<file path="src/rtl/interconnect_arb.sv">
// N-to-1 packet merge: fixed-priority or round-robin arbitration in front of an output FIFO.
// Each buffered packet is tagged with the index of the source it came from.
module interconnect_arb #(
   parameter int unsigned DATA_WIDTH  = 192,
   parameter int unsigned CONNECT_NUM = 3,
   parameter int unsigned ID_WIDTH    = 2,
   parameter int unsigned FIFO_DEPTH  = 4,
   parameter int unsigned ARB_MODE    = 0
) (
   input  logic                              CLK,
   input  logic                              RST,
   input  logic [CONNECT_NUM-1:0]            RECEIVE_VALID,
   output logic [CONNECT_NUM-1:0]            RECEIVE_READY,
   input  logic [DATA_WIDTH*CONNECT_NUM-1:0] RECEIVE_DATA,
   output logic                              SEND_VALID,
   input  logic                              SEND_READY,
   output logic [DATA_WIDTH-1:0]             SEND_DATA,
   output logic [ID_WIDTH-1:0]               SEND_ID,
   output logic [$clog2(FIFO_DEPTH):0]       FILL_LEVEL
);

   localparam int unsigned PTR_W = $clog2(FIFO_DEPTH);
   localparam int unsigned CNT_W = PTR_W + 1;

   logic [PTR_W-1:0]      wr_ptr;
   logic [PTR_W-1:0]      rd_ptr;
   logic [CNT_W-1:0]      count;
   logic [ID_WIDTH-1:0]   rr_ptr;
   logic [DATA_WIDTH-1:0] mem_data [FIFO_DEPTH];
   logic [ID_WIDTH-1:0]   mem_id   [FIFO_DEPTH];

   logic [ID_WIDTH-1:0]    win;
   logic                   found;
   logic [CONNECT_NUM-1:0] grant_c;
   logic                   push;
   logic                   pop;
   logic [DATA_WIDTH-1:0]  win_data;

   // Winner selection: highest requester, or first requester at/after rr_ptr
   always_comb begin
      int unsigned idx;
      win   = '0;
      found = 1'b0;
      idx   = 0;
      if (ARB_MODE == 0) begin
         for (int unsigned i = 0; i < CONNECT_NUM; i++) begin
            if (RECEIVE_VALID[i]) begin
               win   = ID_WIDTH'(i);
               found = 1'b1;
            end
         end
      end else begin
         for (int unsigned k = 0; k < CONNECT_NUM; k++) begin
            idx = 32'(rr_ptr) + k;
            if (idx >= CONNECT_NUM) idx = idx - CONNECT_NUM;
            if (!found && RECEIVE_VALID[idx]) begin
               win   = ID_WIDTH'(idx);
               found = 1'b1;
            end
         end
      end
   end

   // Grant is held off while in reset so no handshake can land on a reset edge
   always_comb begin
      grant_c = '0;
      if (RST && found && (count < CNT_W'(FIFO_DEPTH))) grant_c[win] = 1'b1;
   end

   assign RECEIVE_READY = grant_c;
   assign push          = |grant_c;
   assign pop           = (count != '0) && SEND_READY;
   assign win_data      = RECEIVE_DATA[DATA_WIDTH*32'(win) +: DATA_WIDTH];

   always_ff @(posedge CLK or negedge RST) begin
      if (!RST) begin
         wr_ptr <= '0;
         rd_ptr <= '0;
         count  <= '0;
         rr_ptr <= '0;
      end else begin
         if (push) begin
            wr_ptr <= wr_ptr + PTR_W'(1);
            rr_ptr <= (32'(win) == CONNECT_NUM - 1) ? '0 : win + ID_WIDTH'(1);
         end
         if (pop) rd_ptr <= rd_ptr + PTR_W'(1);
         if (push && !pop)      count <= count + CNT_W'(1);
         else if (pop && !push) count <= count - CNT_W'(1);
      end
   end

   // Packet storage carries no reset; contents are only observed when count says so
   always_ff @(posedge CLK) begin
      if (push) begin
         mem_data[wr_ptr] <= win_data;
         mem_id[wr_ptr]   <= win;
      end
   end

   assign SEND_VALID = (count != '0);
   assign SEND_DATA  = mem_data[rd_ptr];
   assign SEND_ID    = mem_id[rd_ptr];
   assign FILL_LEVEL = count;

endmodule
</file>
<file path="config.mk">
export PLATFORM = sky130hd
export DESIGN_NAME = interconnect_arb
export DESIGN_NICKNAME = d
export VERILOG_FILES = /design/src/rtl/interconnect_arb.sv
export SDC_FILE = /design/constraint.sdc
export NUM_CORES = 1
export LEC_CHECK = 0
export BUFFER_PORTS_ARGS = -buffer_cell sky130_fd_sc_hd__buf_2
export CAP_MARGIN = 20
export CORE_MARGIN = 2
export CORE_UTILIZATION = 25
export CTS_CLUSTER_DIAMETER = 120
export DETAILED_ROUTE_END_ITERATION = 10
export PLACE_DENSITY = 0.5
export SYNTH_ARGS = -nofsm -noshare
export SYNTH_HDL_FRONTEND = slang
export SYNTH_SLANG_ARGS = --single-unit
</file>
<file path="constraint.sdc">
create_clock -name CLK -period 17.2 [get_ports CLK]
set_clock_uncertainty 0.15 [all_clocks]
set_input_delay 4.3 -clock CLK [delete_from_list [all_inputs] [get_ports CLK]]
set_output_delay 4.3 -clock CLK [all_outputs]
set_load 0.02 [all_outputs]
</file>
==> flow_summary.json <==
{
  "crit_chain": "buf_8 > buf_4 > nor2b_1 > and3b_1 > buf_2",
  "place_congestion": 0.726,
  "drt_iter0_drc": 1063,
  "ctsHoldBuffers": 0,
  "h-tree-depth": 3,
  "min_period_ps": 10330,
  "drc": 0,
  "slowest_delay_ps": 520,
  "synth_nets": 2281,
  "whs_path_depth": 1,
  "post_cts_buffers": 0,
  "clkTransAtPathRegs_ps": 60,
  "cts_tree": "built",
  "r2r_cells": 4,
  "synth.distinct_cells": 27,
  "synth-xor-area-share_pct": 0.162,
  "fin_crit_sh_pct": 60.0,
  "grt_remaining_overflow": 0,
  "fill_cells": 12700,
  "max_freq_mhz": 96.8,
  "yosysSeqAreaShare_pct": 72.5,
  "ir_drop_mv": 0.0754,
  "status": "complete, no violations",
  "grt_pass1_wl_microns": 113000,
  "slew_headroom_pct": 35.6,
  "dieArea_sq_um": 132000,
  "die_height_microns": 364,
  "p_leak_nw": 14.9,
  "fin_area_sq_um": 40800,
  "grt_pass1_vias": 18600,
  "cts_root_buf": "clkbuf_16",
  "place_area_sq_um": 38100,
  "fp.dieW_microns": 364,
  "start_kind": "primary input",
  "drive_gt1_share_pct": 44.2,
  "dr.pass1.iters": 5,
  "synthArstFlopShare_pct": 0.894,
  "max-clock-path-buffers": 3,
  "cp_data_arrival_time_ps": 5880,
  "ys_ff_latch": 783,
  "cts_num_sinks": 783,
  "synth_fa_ha_area_share_pct": 0.255,
  "path_max_fanout": 95,
  "power_density_nw_per_um2": 150,
  "yosysTopAreaCell": "edfxtp_1",
  "ys.flop_type": "edfxtp_1",
  "synth_area_sq_um": 32400,
  "crit_slowest_cell": "buf_4",
  "end_kind": "output port",
  "numCtsBuffers": 85,
  "post_drt_wl_per_cell_microns": 18.1,
  "worst_hold_path_type": "flop to flop",
  "setup_violations": 0,
  "worst_pin_slew_ps": 956,
  "ys_warn_count": 0,
  "synth_top_area_share_pct": 72.0,
  "cp_data_required_time_ps": 12750,
  "synthCells": 1693,
  "crit_type": "primary input to output port",
  "grt_max_degree": 104,
  "antenna_found_initial": 4,
  "cts_resized": 0,
  "synth-edff-count": 776,
  "final_nets": 3070,
  "tns_ps": 0,
  "drv_slew": 0,
  "num_antenna_cells": 0,
  "core_sq_um": 129000,
  "max_cap_viol_count": 0,
  "hold_violations": 0,
  "r2r_slack_ps": 13470,
  "synth_compound_area_share_pct": 2.97,
  "start_util_pct": 25.1,
  "io_pins": 783,
  "synth_simple_gate_area_share_pct": 2.54,
  "grt_usage_pct": 11.2,
  "dp_hpwl_microns": 52800,
  "synth_top_family_by_area": "multiplexers",
  "clock_latency_ps": 630,
  "ant_nets": 0,
  "num_rows": 132,
  "via_per_inst": 4.21,
  "wl_microns": 77600,
  "io_buffers": 782,
  "synthMuxAreaShare_pct": 19.5,
  "synth_area_per_cell_sq_um": 19.1,
  "via_count": 18100,
  "rsz0062_at_grt": "no",
  "synth_area_leaders": "edfxtp_1 72%, mux4_2 13%, mux2i_1 5.9%",
  "area_growth_pct": 25.9
}
## stage by stage
step / hold WS, ps / setup WS (ps) / std cells / power (mW) / utilization, %
6_report: 427 / 6870 / 4288 / 6.11 / 31.6
2_1_floorplan: 385 / 7080 / 1693 / 3.85 / -
3_3_place_gp: 421 / 6870 / 4133 / 4.49 / 29.5
4_1_cts: 431 / 6850 / 4286 / 6.26 / 31.6
5_1_grt: 463 / 6710 / 4288 / 6.43 / 31.6
3_5_place_dp: 416 / 6850 / 4135 / 4.49 / 29.5
## Yosys cell counts, types with 2 or more instances
library cell	number
inv_1	3
buf_2	30
buf_4	18
buf_6	18
xnor2_1	4
edfxtp_1	776
clkbuf_1	42
dfrtp_1	7
xor2_1	2
o21ai_0	192
mux4_2	194
ha_1	5
mux2i_1	192
nand2_1	193
and2_1	5
## worst max-delay path: cells and delay by family
| kind | cells | cell delay [ps] |
|---|---|---|
| buffers and inverters | 3 | 1080 |
| and+or+nand+nor | 2 | 470 |
## sequential cells by signal, indices dropped and copies added (netlist names)
name,flops
FILL_LEVEL,3
mem_data,768
rd_ptr,2
wr_ptr,2
mem_id,8
## report_power, final
part / switching [mW] / internal, mW / leakage (nW)
Combinational: 1.15 / 0.748 / 6.42
Sequential: 0.0789 / 2.40 / 7.16
Clock: 0.726 / 1.01 / 1.30
Total: 1.96 / 4.16 / 14.9
## cells in the final DEF (no fill, tap or decap), types with 2 or more instances in the layout
cell type,Yosys,layout
clkbuf_1,42,19
clkinv_2,0,10
inv_1,3,3
xor2_1,2,2
inv_6,0,2
o21ai_0,192,192
mux4_2,194,194
buf_2,30,780
edfxtp_1,776,776
buf_4,18,24
clkbuf_4,0,2
clkinv_1,0,22
buf_8,0,2
ha_1,5,5
mux2i_1,192,192
clkbuf_16,0,86
and2_4,0,4
dfrtp_4,0,2
bufinv_16,0,6
nand2_1,193,193
dfrtp_1,7,5
inv_16,0,3
xnor2_1,4,4
buf_12,0,3
## layer usage
layer / wire length, microns / GRT usage [%]
met1: 30800 / 13.4
met3: 5870 / 3.05
met2: 39200 / 19.6
met4: 1720 / 3.59
met5: 22 / 0
## path summary, 6_finish.rpt
check / startpoint / endpoint
max: RECEIVE_VALID[2] / RECEIVE_READY[1]
max in group asynchronous: RST / rd_ptr[1]$_DFFE_PN0P_
min: wr_ptr[1]$_DFFE_PN0P_ / wr_ptr[1]$_DFFE_PN0P_
max reg2reg: FILL_LEVEL[2]$_DFFE_PN0P_ / mem_data[0][129]$_DFFE_PP_
min reg2reg: wr_ptr[1]$_DFFE_PN0P_ / wr_ptr[1]$_DFFE_PN0P_
min in group asynchronous: RST / wr_ptr[1]$_DFFE_PN0P_
## cell families (layout without fill, tap and decap cells)
logic type      after synthesis  count (layout)
compound gates              192             192
xor+xnor                      6               6
fa+ha+maj                     6               6
buf+inv                     112             965
flops                       783             783
mux                         388             388
simple gates                206             206
## final cells by class
| type | instances | area, sq um | area share, % |
|---|---|---|---|
| Sequential cell | 783 | 23500 | 57.6 |
| Clock buffer | 105 | 2220 | 5.45 |
| Tap cell | 1742 | 2180 | 5.35 |
| Inverter | 3 | 11.3 | 0.0276 |
| Clock inverter | 46 | 439 | 1.08 |
| Timing Repair Buffer | 811 | 4190 | 10.3 |
| Multi-Input combinational cell | 798 | 8250 | 20.2 |
No activity file was read; power rests on OpenSTA's default activity.
